## src/rtl/multiword_addsub_sequencer.sv

```systemverilog
// multiword_addsub_sequencer
// Computes W = 4*WORDS bit sums and differences by stepping a single 4-bit
// ripple-carry slice across the operands, one nibble per clock, LSB first.
// The carry between nibbles is held in a register.
// Subtraction is performed as A + ~B + 1. B is stored inverted and the
// carry register is preloaded with 1.
// Optional feature macro: ADDSUB_ZERO_FLAG_EN adds the Z (result-zero) output.
module multiword_addsub_sequencer #(
    parameter int WORDS = 4
) (
    input  logic               clk,
    input  logic               rst_n,
    input  logic               start,
    input  logic               sub,
    input  logic [4*WORDS-1:0] A,
    input  logic [4*WORDS-1:0] B,
    output logic               busy,
    output logic               done,
    output logic [4*WORDS-1:0] Sum,
    output logic               Co,
    output logic               V
`ifdef ADDSUB_ZERO_FLAG_EN
    ,
    output logic               Z
`endif
);

    localparam int W  = 4 * WORDS;
    localparam int CW = (WORDS > 1) ? $clog2(WORDS) : 1;

    typedef enum logic {
        IDLE = 1'b0,
        RUN  = 1'b1
    } state_t;

    state_t          r_state;
    logic [W-1:0]    r_a;
    logic [W-1:0]    r_b;
    logic            r_carry;
    logic [CW-1:0]   r_cnt;
    logic            r_busy;
    logic            r_done;
    logic            r_co;
    logic            r_v;
    logic [3:0]      r_sum_nib [WORDS];
`ifdef ADDSUB_ZERO_FLAG_EN
    logic            r_z;
`endif

    logic [3:0]      w_a_nibs [WORDS];
    logic [3:0]      w_b_nibs [WORDS];
    logic [3:0]      w_a_nib;
    logic [3:0]      w_b_nib;
    logic [3:0]      w_s;
    logic [4:0]      w_c;
    logic [W-1:0]    w_sum_flat;
    logic            w_accept;
    logic            w_last;

    // A start request is honoured only while idle.
    // In the RUN state, start is ignored.
    assign w_accept = (r_state == IDLE) && start;
    assign w_last   = (r_cnt == CW'(WORDS - 1));

    // Split the latched operands into nibbles.
    // Collect the result nibbles into a flat vector.
    genvar gi;
    generate
        for (gi = 0; gi < WORDS; gi++) begin : g_nib
            assign w_a_nibs[gi]             = r_a[4*gi +: 4];
            assign w_b_nibs[gi]             = r_b[4*gi +: 4];
            assign w_sum_flat[4*gi +: 4]    = r_sum_nib[gi];
        end
    endgenerate

    // Select the operand nibbles that the current count points at.
    always_comb begin
        w_a_nib = w_a_nibs[r_cnt];
        w_b_nib = w_b_nibs[r_cnt];
    end

    // The shared 4-bit ripple-carry slice.
    // w_c[3] is the carry into the slice MSB; it is used for overflow.
    assign w_c[0] = r_carry;
    generate
        for (gi = 0; gi < 4; gi++) begin : g_slice
            assign w_s[gi]     = w_a_nib[gi] ^ w_b_nib[gi] ^ w_c[gi];
            assign w_c[gi+1]   = (w_a_nib[gi] & w_b_nib[gi]) |
                                 (w_c[gi] & (w_a_nib[gi] ^ w_b_nib[gi]));
        end
    endgenerate

    // Result nibble registers.
    // Each register is cleared on accept.
    // Each register is written when the count reaches its own position.
    generate
        for (gi = 0; gi < WORDS; gi++) begin : g_sum
            always_ff @(posedge clk or negedge rst_n) begin
                if (!rst_n) begin
                    r_sum_nib[gi] <= 4'h0;
                end else if (w_accept) begin
                    r_sum_nib[gi] <= 4'h0;
                end else if ((r_state == RUN) && (r_cnt == CW'(gi))) begin
                    r_sum_nib[gi] <= w_s;
                end
            end
        end
    endgenerate

    // Sequencer FSM.
    // It accepts an operation, steps through the nibbles, and publishes the flags with a done pulse.
    always_ff @(posedge clk or negedge rst_n) begin
        if (!rst_n) begin
            r_state <= IDLE;
            r_a     <= '0;
            r_b     <= '0;
            r_carry <= 1'b0;
            r_cnt   <= '0;
            r_busy  <= 1'b0;
            r_done  <= 1'b0;
            r_co    <= 1'b0;
            r_v     <= 1'b0;
`ifdef ADDSUB_ZERO_FLAG_EN
            r_z     <= 1'b0;
`endif
        end else begin
            case (r_state)
                IDLE: begin
                    r_done <= 1'b0;
                    if (start) begin
                        r_a     <= A;
                        r_b     <= sub ? ~B : B;
                        r_carry <= sub;
                        r_cnt   <= '0;
                        r_co    <= 1'b0;
                        r_v     <= 1'b0;
`ifdef ADDSUB_ZERO_FLAG_EN
                        r_z     <= 1'b0;
`endif
                        r_busy  <= 1'b1;
                        r_state <= RUN;
                    end
                end
                RUN: begin
                    r_carry <= w_c[4];
                    if (w_last) begin
                        r_cnt   <= '0;
                        r_co    <= w_c[4];
                        r_v     <= w_c[3] ^ w_c[4];
`ifdef ADDSUB_ZERO_FLAG_EN
                        // Lower nibbles are already final.
                        // The top nibble comes straight from the slice.
                        r_z     <= (w_s == 4'h0) && (w_sum_flat[W-5:0] == '0);
`endif
                        r_done  <= 1'b1;
                        r_busy  <= 1'b0;
                        r_state <= IDLE;
                    end else begin
                        r_cnt   <= r_cnt + CW'(1);
                    end
                end
                default: begin
                    r_state <= IDLE;
                    r_busy  <= 1'b0;
                    r_done  <= 1'b0;
                end
            endcase
        end
    end

    assign busy = r_busy;
    assign done = r_done;
    assign Sum  = w_sum_flat;
    assign Co   = r_co;
    assign V    = r_v;
`ifdef ADDSUB_ZERO_FLAG_EN
    assign Z    = r_z;
`endif

endmodule

```

## config.mk

```make
export PLATFORM = sky130hd
export DESIGN_NAME = multiword_addsub_sequencer
export DESIGN_NICKNAME = d
export VERILOG_FILES = /design/src/rtl/multiword_addsub_sequencer.sv
export SDC_FILE = /design/constraint.sdc
export NUM_CORES = 1
export LEC_CHECK = 0
export CAP_MARGIN = 25
export CORE_ASPECT_RATIO = 1.75
export CORE_MARGIN = 10
export CORE_UTILIZATION = 45
export CTS_CLUSTER_DIAMETER = 150
export CTS_CLUSTER_SIZE = 10
export DETAILED_ROUTE_END_ITERATION = 10
export PLACE_DENSITY_LB_ADDON = 0.1
export SYNTH_ARGS = -nofsm -noshare
export SYNTH_HDL_FRONTEND = slang
export SYNTH_SLANG_ARGS = --single-unit
```

## constraint.sdc

```tcl
create_clock -name clk -period 4.58 [get_ports clk]
set_clock_uncertainty 0.2 [all_clocks]
set_input_delay 0.687 -clock clk [delete_from_list [all_inputs] [get_ports clk]]
set_output_delay 0.687 -clock clk [all_outputs]
set_load 0.05 [all_outputs]
```

# Word level (Yosys, flattened, before mapping)
# Index checks and enable logic that the tools add are counted.
# W data, S select, Z words.
[totals] reg_bits=56 input_bits=36 output_inout_bits=20
[op_classes] magnitude_cmp=1 add_sub_neg=1 n_bitwise=24 eq_ne=5 muxes=33 n_reduce_logical=12
[op_table] cell="$mux W4" n=12
[op_table] cell="$bmux W4 S2" n=2
[op_table] cell="$mux W16" n=1
[op_table] cell="$not A16 Y16" n=1
[op_table] cell="$pmux W1 S2" n=6
[op_table] cell="$mux W1" n=9
[op_table] cell="$xor A1 B1 Y1" n=9
[op_table] cell="$and A1 B1 Y1" n=8
[op_table] cell="$reduce_bool A2 Y1" n=4
[op_table] cell="$logic_and A1 B1 Y1" n=5
[op_table] cell="$eq A2 B2 Y1 const B" n=2
[op_table] cell="$mux W2" n=2
[op_table] cell="$or A1 B1 Y1" n=4
[op_table] cell="$pmux W2 S2" n=1
[op_table] cell="$reduce_and A2 Y1" n=2
[op_table] cell="$ge A3 B3 Y1 const B" n=1
[op_table] cell="$not A2 Y3" n=1
[op_table] cell="$add A2 B1 Y2 const B" n=1
[op_table] cell="$eq A2 B1 Y1 const B" n=1
[op_table] cell="$logic_not A2 Y1" n=1
[op_table] cell="$ne A2 B1 Y1 const B" n=1
[op_table] cell="$ne A2 B2 Y1 const B" n=1
[op_table] cell="$not A1 Y1" n=1

# Longest topological paths before layout
[logic_depth] ltp_word=16 mapped_depth=9 depth_no_buf=8

# Least setup slack after synthesis
# OpenSTA, ideal clock, no wires.
[synth_path] kind="reg2reg" start="register r_cnt[0]" end="register r_sum_nib, in the netlist Sum[3]" setup_ns=0.121 setup_slack_ns=0.981 t_arrival_ns=3.278 synth_period_minus_slack_ns=3.599 stages_incl_launch_ff=9 cell_sequence="dfrtp_1 > buf_4 > mux4_2 > fa_1 > fa_1 > fa_1 > fa_1 > mux2_2 > a22o_1"
[synth_via] elab_chain_len=14
[synth_rtl] item="start, declared" line_no="40" rtl="logic [CW-1:0] r_cnt;"
[synth_rtl] item="start signal, assigned" line_no="159" rtl="r_cnt <= r_cnt + CW'(1);"
[synth_rtl] item="$not A2 Y3 (implied by the code)" line_no="78, 79"
[synth_rtl] item="$bmux W4 S2, on equally long branches" line_no="78, 79"
[synth_rtl] item="$mux W4, on equally long branches (2 in series)" line_no="78, 79"
[synth_rtl] item="$xor A1 B1 Y1" line_no="89" rtl="(w_c[gi] & (w_a_nib[gi] ^ w_b_nib[gi]));"
[synth_rtl] item="$and A1 B1 Y1" line_no="89"
[synth_rtl] item="$or A1 B1 Y1" line_no="88" rtl="assign w_c[gi+1] = (w_a_nib[gi] & w_b_nib[gi]) |"
[synth_rtl] item="$and A1 B1 Y1" line_no="89"
[synth_rtl] item="$or A1 B1 Y1" line_no="88"
[synth_rtl] item="$and A1 B1 Y1" line_no="89"
[synth_rtl] item="$or A1 B1 Y1" line_no="88"
[synth_rtl] item="$xor A1 B1 Y1" line_no="87" rtl="assign w_s[gi] = w_a_nib[gi] ^ w_b_nib[gi] ^ w_c[gi];"
[synth_rtl] item="$mux W4" line_no="103" rtl="end else if ((r_state == RUN) && (r_cnt == CW'(gi))) begin"
[synth_rtl] item="$mux W4" line_no="101" rtl="end else if (w_accept) begin"
[synth_rtl] item="end signal, assigned by index" line_no="104" rtl="r_sum_nib[gi] <= w_s;"
[synth_rtl] item="end, declared" line_no="45" rtl="logic [3:0] r_sum_nib [WORDS];"
# Several ways; a longest one is shown, not always the timed one. The select of a mux whose other input is x is not followed.
# A chain may end at the register's enable or synchronous reset.

# Worst setup path after layout
# Same ends and word-level chain as after synthesis.

==> flow_summary.toml <==
[sta]
hold_slack_ns = 0.0697
fin_crit_ns = 3.76
finalSetupViolCount = 0
rsz0062_at_grt = "false"
final-max-slew-violation-count = 0
post-route-period-util_pct = 82.1
hold_violations = 0
tns_ns = 0
worst_slew_pin_slew_ns = 0.895
fmax_mhz = 266
slew_headroom_pct = 40.2

[setup_path]
cp_slowest_cell = "mux4_2"
crit_required_ns = 4.58
cpMostUsedCell = "fa_1"
worstReg2RegEnd = "Sum[3]"
crit_type = "reg2reg"
arrival_ns = 3.76
path_max_fanout = 10
critPathTopFamily = "adder cells"
worstPathCellList = "buf_4 -> mux4_2 -> fa_1 -> fa_1 -> fa_1 -> fa_1 -> mux2_2 -> a22o_1"
path_buf_inv = 1
critPathMaxStageDelay_ns = 0.53
end_kind = "flip-flop"
reg2reg_slack_ns = 0.82
worstRegToRegCells = 8
r2r_start = "r_cnt[0]"
crit_path_start_kind = "flip-flop"

[clocking]
cts_root_buffer = "clkbuf_8"
clockBufferDepth = 2
clk_latency_ns = 0.30
numCtsBuffers = 5
ctsResizeCount = 0
htree_levels = 2
cts_tree = "done"
cts.sinks = 56
cts.clk_slew.worst_paths_ns = 0.10
cts_setup_buffers = 0
ctsHoldBuffers = 0

[drt]
dr.pass1.iters = 4
wl_um = 5670
drc = 0
ant_nets = 0
num_vias = 1713
vias_per_cell = 5.08
drtIter0Drc = 54
wl_per_cell_um = 16.8

[finish]
drive_gt1_share_pct = 21.0
final_common_cell = "dfrtp_1"
final_cell_mix = "dfrtp_1, clkdlybuf4s50_1, nand2_1"
nNetsFinal = 300
antennaDiodeCount = 0
area_delta_synth_final_pct = 24.4

[yosys]
yosys-top-cells-area = "dfrtp_1, mux2_4, mux2_2, mux4_2, a22o_1"
synth_cell_type_count = 25
synth_top_cell_by_area = "dfrtp_1"
syn_nets = 249
syn_area_per_cell_um2 = 13.6
synth_top_area_share_pct = 50.1
ys_seq_elements = 56
synth_area_mm2 = 0.00280
yosys_warnings = 0
yosysSeqAreaShare_pct = 50.1
syn_inst = 205

[global_route]
grt_pass1_vias = 1861
track_usage_pct = 12.0
grt_overflow = 0
antenna_found_initial = 0
grt_pass1_wl_um = 9560
grt_max_degree = 50

[power]
leakage_nw = 1.54
max-vdd-ir-drop_uv = 303
p_per_area_mw_per_mm2 = 805
power_w = 0.00280

[floorplan]
die_w_um = 79.6
initial_core_util_pct = 45.6
die_y_um = 124
core_mm2 = 0.00613
die_area_mm2 = 0.00989
rows = 38
ios = 56

[worst_hold_path]
hold_path_class = "in2async"

[place]
gp_congestion = 0.763
dp_hpwl_um = 4300
io_buffers = 55

[job]
maxCapViolations = 0

[outcome]
status = "complete, no violations"
## synthesized netlist by cell type
cell type  count
o21ai_0       19
buf_6          3
a21oi_1        1
nand2b_1       1
o22ai_1        1
o31ai_1        1
ha_1           4
fa_1           4
inv_1          3
dfrtp_1       56
buf_2          3
nand2b_4       1
mux2_2        17
xnor2_1       17
o21a_1         1
nor2_1         1
mux2i_1        1
a22o_1        17
nor2_4         1
clkbuf_1       4
nand2_1       20
a21o_1         1
buf_4          4
mux4_2         8
mux2_4        16
## where the power goes
part	total, W	internal, W	switching, W
Combinational	0.00160	0.000809	0.000794
Clock	0.000316	0.000163	0.000153
Sequential	0.000879	0.000724	0.000156
Total	0.00280	0.00170	0.00110
## per-layer routing
layer  global-route usage [%]  vias to the layer above  share of wire (%)
met4                     3.50                        0                1.1
met5                        0                        -                  0
met2                     20.9                       39                 54
met3                     2.82                        5                4.7
li1                         -                      826                  -
met1                     13.8                      843                 40
## logic make-up (layout without fill, tap and decap cells)
group	Yosys count	in the layout	share of synthesized area, %
buffers and inverters	17	69	3.76
adder cells (fa/ha/maj)	8	8	4.66
multiplexers	42	42	22.2
AO/OA/AOI/OAI	41	41	9.94
XOR/XNOR	17	17	5.33
AND/OR/NAND/NOR	24	24	3.94
flip-flops	56	56	50.1
## cell type report
type,instances,area (um^2)
Fill cell,521,2660
Clock buffer,6,72.6
Timing Repair Buffer,58,568
Inverter,3,11.3
Multi-Input combinational cell,132,1290
Sequential cell,56,1400
Clock inverter,2,35.0
Tap cell,80,100
## flip-flops by register name, summed over array words and instances (netlist names)
signal / count
Sum: 16
done: 1
r_carry: 1
busy: 1
r_b: 16
r_cnt: 2
Co: 1
V: 1
r_state: 1
r_a: 16
## per-stage QoR
step,std cells,util (%),setup slack [ns],cell area (um^2)
finish,337,56.7,0.818,3480
CTS,337,56.7,0.797,3480
global route,337,56.7,0.662,3480
detailed placement,329,54.9,0.841,3370
global placement,329,54.9,0.906,3370
floorplan,205,-,0.981,2800
## how the worst max path moves through the flow
stage	slack [ns]	endpoint	depth (start not counted)	start
2_1_floorplan	0.98	Sum[3]	8	r_cnt[0]
3_3_place_gp	0.91	Sum[3]	8	r_cnt[0]
3_5_place_dp	0.84	Sum[3]	8	r_cnt[0]
4_1_cts	0.80	Sum[3]	8	r_cnt[0]
5_1_grt	0.66	Sum[3]	8	r_cnt[0]
6_report	0.82	Sum[3]	8	r_cnt[0]
Note: power is estimated with default switching activity, not from simulation.
